$ cat src/rtl/pipe_issue_ctrl.sv
// In-order issue and hazard controller for the 5-stage ADD/SUB pipeline.
// A shift-register scoreboard tracks in-flight destinations; sources that match any entry stall.
module pipe_issue_ctrl #(
  parameter int unsigned DEPTH = 3,
  parameter int unsigned CNT_W = 16
) (
  input  logic             clk,
  input  logic             rst,
  input  logic             in_valid,
  output logic             in_ready,
  input  logic [1:0]       in_op,
  input  logic [4:0]       in_rs1,
  input  logic [4:0]       in_rs2,
  input  logic [4:0]       in_rd,
  input  logic             flush,
  output logic             issue_valid,
  output logic [1:0]       issue_op,
  output logic [4:0]       issue_rs1,
  output logic [4:0]       issue_rs2,
  output logic [4:0]       issue_rd,
  output logic             wb_valid,
  output logic [4:0]       wb_rd,
  output logic             busy,
  output logic [CNT_W-1:0] issue_cnt,
  output logic [CNT_W-1:0] stall_cnt
);

  logic             r_sb_v  [DEPTH];
  logic [4:0]       r_sb_rd [DEPTH];
  logic             r_issue_valid;
  logic [1:0]       r_issue_op;
  logic [4:0]       r_issue_rs1;
  logic [4:0]       r_issue_rs2;
  logic [4:0]       r_issue_rd;
  logic [CNT_W-1:0] r_issue_cnt;
  logic [CNT_W-1:0] r_stall_cnt;

  logic w_hazard;
  logic w_busy;
  logic w_ready;
  logic w_accept;
  logic w_stall;

  // The oldest entry still hazards: its write only lands at the coming edge.
  always_comb begin
    w_hazard = 1'b0;
    w_busy   = 1'b0;
    for (int unsigned i = 0; i < DEPTH; i++) begin
      w_busy = w_busy | r_sb_v[i];
      if (r_sb_v[i] && ((r_sb_rd[i] == in_rs1) || (r_sb_rd[i] == in_rs2)))
        w_hazard = 1'b1;
    end
  end

  assign w_ready  = ~w_hazard & ~flush;
  assign w_accept = in_valid & w_ready;
  assign w_stall  = in_valid & ~w_ready;

  always_ff @(posedge clk or posedge rst) begin
    if (rst) begin
      for (int unsigned i = 0; i < DEPTH; i++) begin
        r_sb_v[i]  <= 1'b0;
        r_sb_rd[i] <= '0;
      end
      r_issue_valid <= 1'b0;
      r_issue_op    <= '0;
      r_issue_rs1   <= '0;
      r_issue_rs2   <= '0;
      r_issue_rd    <= '0;
      r_issue_cnt   <= '0;
      r_stall_cnt   <= '0;
    end else begin
      // w_accept is already low during flush, so sb[0] needs no extra squash.
      r_sb_v[0]  <= w_accept;
      r_sb_rd[0] <= in_rd;
      for (int unsigned i = 1; i < DEPTH; i++) begin
        r_sb_v[i]  <= r_sb_v[i-1] & ~flush;
        r_sb_rd[i] <= r_sb_rd[i-1];
      end
      r_issue_valid <= w_accept;
      if (w_accept) begin
        r_issue_op  <= in_op;
        r_issue_rs1 <= in_rs1;
        r_issue_rs2 <= in_rs2;
        r_issue_rd  <= in_rd;
      end
      if (w_accept && (r_issue_cnt != '1))
        r_issue_cnt <= r_issue_cnt + CNT_W'(1);
      if (w_stall && (r_stall_cnt != '1))
        r_stall_cnt <= r_stall_cnt + CNT_W'(1);
    end
  end

  assign in_ready    = w_ready;
  assign busy        = w_busy;
  assign wb_valid    = r_sb_v[DEPTH-1];
  assign wb_rd       = r_sb_rd[DEPTH-1];
  assign issue_valid = r_issue_valid;
  assign issue_op    = r_issue_op;
  assign issue_rs1   = r_issue_rs1;
  assign issue_rs2   = r_issue_rs2;
  assign issue_rd    = r_issue_rd;
  assign issue_cnt   = r_issue_cnt;
  assign stall_cnt   = r_stall_cnt;

endmodule

$ cat config.mk
export PLATFORM = sky130hd
export DESIGN_NAME = pipe_issue_ctrl
export DESIGN_NICKNAME = d
export VERILOG_FILES = /design/src/rtl/pipe_issue_ctrl.sv
export SDC_FILE = /design/constraint.sdc
export NUM_CORES = 1
export LEC_CHECK = 0
export CAP_MARGIN = 5
export CORE_MARGIN = 4
export CORE_UTILIZATION = 53
export CTS_CLUSTER_DIAMETER = 100
export DETAILED_ROUTE_END_ITERATION = 16
export HOLD_SLACK_MARGIN = 0.05
export PLACE_DENSITY = 0.84
export SETUP_SLACK_MARGIN = 0.5
export SLEW_MARGIN = 20
export SYNTH_ARGS = -nofsm -noshare
export SYNTH_HDL_FRONTEND = slang
export SYNTH_SLANG_ARGS = --single-unit
$ cat constraint.sdc
create_clock -name clk -period 6.88 [get_ports clk]
set_clock_uncertainty 0.2 [all_clocks]
set_input_delay 1.376 -clock clk [delete_from_list [all_inputs] [get_ports clk]]
set_output_delay 1.376 -clock clk [all_outputs]
set_load 0.02 [all_outputs]
---- Word level (Yosys, flattened, before mapping) ----
Cells that the tools add are included.
cells by class
  equal/unequal tests ..................... 8
  $lt $le $gt $ge ......................... 0
  multiply operators ...................... 0
  bitwise logic cells ..................... 10
  $add $sub $neg .......................... 2
  div/mod/pow operators ................... 0
  reduce and logical (&&, ||, !) cells .... 8
  shift-type cells ........................ 0
  muxes and demuxes ....................... 3
operators with widths
  operator                                       count
  adder 16 x 1 -> 16 bit, second input constant  2
  != test 16 bit, second input constant          2
  == test 5 bit                                  6
  AND 1 bit                                      5
  logical AND 1 bit                              5
  logical OR 1 bit                               3
  2-to-1 mux 1 bit                               3
  NOT 1 bit                                      3
  OR 1 bit                                       2
storage, ports and cells
  bits in registers ....................... 67
  memories ................................ 0
  bits in read-only memories .............. 0
  input port bits ......................... 21
  bits in writable memories ............... 0
  output and inout port bits .............. 58
  latch bits .............................. 0
  word-level logic and storage cells ...... 43

---- Longest topological paths before layout ----
  depth in word-level cells ............... 11
  depth in mapped cells ................... 9
  gate-level depth less buffers ........... 7

---- Least setup slack after synthesis ----
No wires, ideal clock.
  path kind ............................... input-to-output
  start ................................... in in_rs2[0]
  end ..................................... out in_ready
  path buffers ............................ 2
  arrival time ............................ 2639 ps
  cell stages on the path ................. 7
  path slack .............................. 2665 ps
  cells stage by stage .................... xor2_1 > nor4_1 > a31o_1 > or4_4 > buf_6 > inv_4 > buf_6
on the way
  cells in the longest elaborated chain, start to end .. 8
  elaborated cells on any way between the ends .. 14
  classes of those cells .................. 3 x eq/ne; 3 x mux; 2 x bitwise; 6 x reduce/logical
ends and longest elaborated chain
  item                            line  source
  from (decl)                     13    input logic [4:0] in_rs2,
  == test 5 bit                   50    if (r_sb_v[i] && ((r_sb_rd[i] == in_rs1) || (r_sb_rd[i] == in_rs2)))
  logical OR 1 bit                50
  logical AND 1 bit               50
  2-to-1 mux 1 bit (2 in series)  50
  2-to-1 mux 1 bit *              50
  NOT 1 bit *                     55    assign w_ready = ~w_hazard & ~flush;
  AND 1 bit *                     55
  to (decl)                       10    output logic in_ready,
Every way passes the cells marked *; elsewhere a longest branch is shown, timed or not.

---- Final worst setup path ----
  start ................................... in in_rs2[3]
  end ..................................... out in_ready
Same word-level chain as after synthesis.

==> impl_metrics.csv <==
group,metric,value,unit
outcome,status,"finished clean",
critical_path,critPathMaxStageDelay,660,ps
placed_design,place_area,3910,um2
detailed_routing,via_per_inst,5.26,
finish,syn_to_final_growth,32.0,%
clocking,cts_made_buffers,9,
critical_path,end_kind,"primary output",
timing,setup_viol,0,
clocking,post-cts-setup-buffer-count,0,
finish,final_net_count,356,
timing,hold_viol_final,0,
placed_design,place.gp.congestion,0.828,
global_route,grt_pass1_wl,11300,um
placed_design,io_buffers,78,
timing,clock.fmax,0.179,GHz
finish,stdcell_area,4120,um2
die,die-area,7180,um2
die,die_y,84.7,um
critical_path,cp_max_fo,26,
clocking,clock_sink_count,67,
clocking,cts_root_buf,"clkbuf_8",
global_route,grt_overflow,0,
clocking,cts_tree,"yes",
detailed_routing,wl,6590,um
detailed_routing,drt_iter0_drc,86,
detailed_routing,first_pass_iters,4,
finish,drive_gt1_share,11.9,%
critical_path,cp_slowest_cell,"clkdlybuf4s50_1",
global_route,groute.usage.overall,19.9,%
synth,synth_flop_cell,"dfrtp_1",
power_and_ir_drop,p_leak,1.80,nW
clocking,holdBufCountCts,0,
critical_path,arrival,4000,ps
die,die_width,84.7,um
synth,ys_async_sr_fraction,100,%
synth,synth_edf_count,0,
global_route,grt_pass1_vias,2302,
timing,worst_pin_slew,988,ps
finish,instances_no_fill,409,
clocking,cts_resized,0,
detailed_routing,drc_errors,0,
critical_path,worstPathCellList,"clkdlybuf4s50_1 > xor2_1 > nor4_1 > a31o_1 > or4_4 > inv_4 > clkdlybuf4s50_1",
synth,synth_area,3120,um2
clocking,clkLatencyLatePin,340,ps
detailed_routing,postRouteAntennaNets,0,
clocking,cts_buffer_depth,2,
timing,tns,0,ps
finish,diodes,0,
synth,synth_nets,276,
timing,rsz0062_at_grt,"no",
timing,final-max-slew-violation-count,0,
power_and_ir_drop,power_density,285,nW/um2
timing,min_period,5570,ps
die,core_area,5610,um2
job,maxCapViolCount,0,
clocking,path_clk_slew,80,ps
die,num_io_pins,79,
synth,ys_types,31,
global_route,antenna_found_initial,0,
critical_path,cpMostUsedCell,"clkdlybuf4s50_1",
synth,ys_ff_latch,67,
critical_path,path_class,"in2out",
die,start_util,55.7,%
detailed_routing,num_vias,2151,
detailed_routing,post_drt_wl_per_cell,16.1,um
timing,slew_headroom,34.1,%
clocking,htreeDepth,3,
synth,ys_warn_count,0,
power_and_ir_drop,ir_worst_vdd,0.196,mV
synth,synth.yosys.seq_area_share,53.7,%
die,fp-row-count,27,
placed_design,dp_hpwl,4680,um
synth,syn_inst,253,
worst_hold_path,holdCritPathClass,"reg2reg",
critical_path,start_kind,"input port",
global_route,grt_max_degree,68,
placed_design,dp_cells,394,
timing,post-route-period-util,81.0,%
critical_path,worstPathRequired,5300,ps
synth,syn_area_per_cell,12.3,um2
==> through the flow <==
step	total power, W	hold WS, ps	util, %	setup WS [ps]
final	0.00117	244	73.5	1310
after global routing	0.00124	259	73.5	1220
after CTS	0.00118	241	73.5	1320
after detailed placement	0.000827	224	69.6	1380
after global placement	0.000818	221	69.6	1410
after floorplan	0.000679	208	-	2660
==> flip-flops by register name, indices dropped and copies added (netlist names) <==
signal       count
stall_cnt       16
issue_op         2
r_sb_rd         10
r_sb_v           1
issue_rd         5
issue_rs1        5
issue_rs2        5
issue_cnt       16
wb_rd            5
wb_valid         1
issue_valid      1
==> layer usage <==
layer  part of all wire, %  global-route usage (%)  up-vias
met4                   1.4                    7.05        0
li1                      -                       -     1031
met1                    47                    27.7     1049
met5                     0                       0        -
met2                    47                    29.8       61
met3                   5.1                    5.89       10
==> power by group <==
group          total, W  internal (W)  switching, W
Clock          0.000356      0.000211      0.000146
Sequential     0.000505      0.000450     0.0000554
Combinational  0.000313      0.000161      0.000152
==> worst max-delay path, delay by kind of cell <==
kind | cells | cell delay [ps]
xor gates and xnor gates | 1 | 210
and+or+nand+nor | 2 | 690
buffers and inverters | 3 | 1500
AOI/OAI and AO/OA | 1 | 220
==> cells in the mapped netlist, types with 2 or more instances <==
library cell | count | area share, %
nor4_1 | 5 | 1.0
and3_1 | 13 | 2.6
mux2_2 | 10 | 3.6
nand3_1 | 21 | 3.4
nand2_1 | 12 | 1.4
nor2_1 | 3 | 0.36
buf_6 | 3 | 1.1
ha_1 | 2 | 0.80
nand4_1 | 9 | 1.8
nor4b_1 | 2 | 0.56
xnor2_1 | 36 | 10
dfrtp_1 | 67 | 54
inv_1 | 5 | 0.60
nor3_1 | 8 | 1.3
xor2_1 | 23 | 6.5
and2_1 | 2 | 0.40
mux2_4 | 9 | 4.3
and4_1 | 4 | 1.1
o22ai_1 | 2 | 0.40
nor2b_1 | 2 | 0.40
buf_4 | 5 | 1.2
==> path summary, 6_finish.rpt <==
path	startpoint	endpoint	slack (ps)	cells after the start
setup / recovery	in_rs2[3]	in_ready	1310	7
hold / removal	r_sb_rd[5]	wb_rd[0]	240	0
setup reg to reg	issue_cnt[6]	issue_cnt[1]	4090	6
hold reg to reg	r_sb_rd[5]	wb_rd[0]	240	0
max in group asynchronous	rst	stall_cnt[2]	4550	3
min in group asynchronous	rst	issue_rs2[1]	1390	3
==> layout by cell type (no fill, tap or decap), drive strengths merged, types with 4 or more instances in the layout <==
master         instances
nand4                  9
nor4                   6
and3                  13
xnor2                 36
xor2                  23
clkbuf                10
nand3                 21
nand2                 12
inv                    6
nor3                   8
and4                   4
nor2                   4
mux2                  20
dfrtp                 67
clkdlybuf4s50         78
==> layout make-up <==
type                       count  area [um2]
clock inverter                 5        77.6
tap                           72        90.1
sequential                    67        1680
timing repair buffer          79         788
fill                         418        1490
clock buffer                  10         138
inverter                       6        25.0
multi-input combinational    170        1330
==> cell families after synthesis <==
| logic type | Yosys count | share of synthesized area (%) |
|---|---|---|
| compound gates | 4 | 0.842 |
| buf+inv | 16 | 3.85 |
| flops | 67 | 53.7 |
| xor+xnor | 59 | 16.6 |
| simple gates | 85 | 16.0 |
| mux | 20 | 8.30 |
| fa+ha+maj | 2 | 0.801 |
Note: power is estimated with default switching activity, not from simulation.
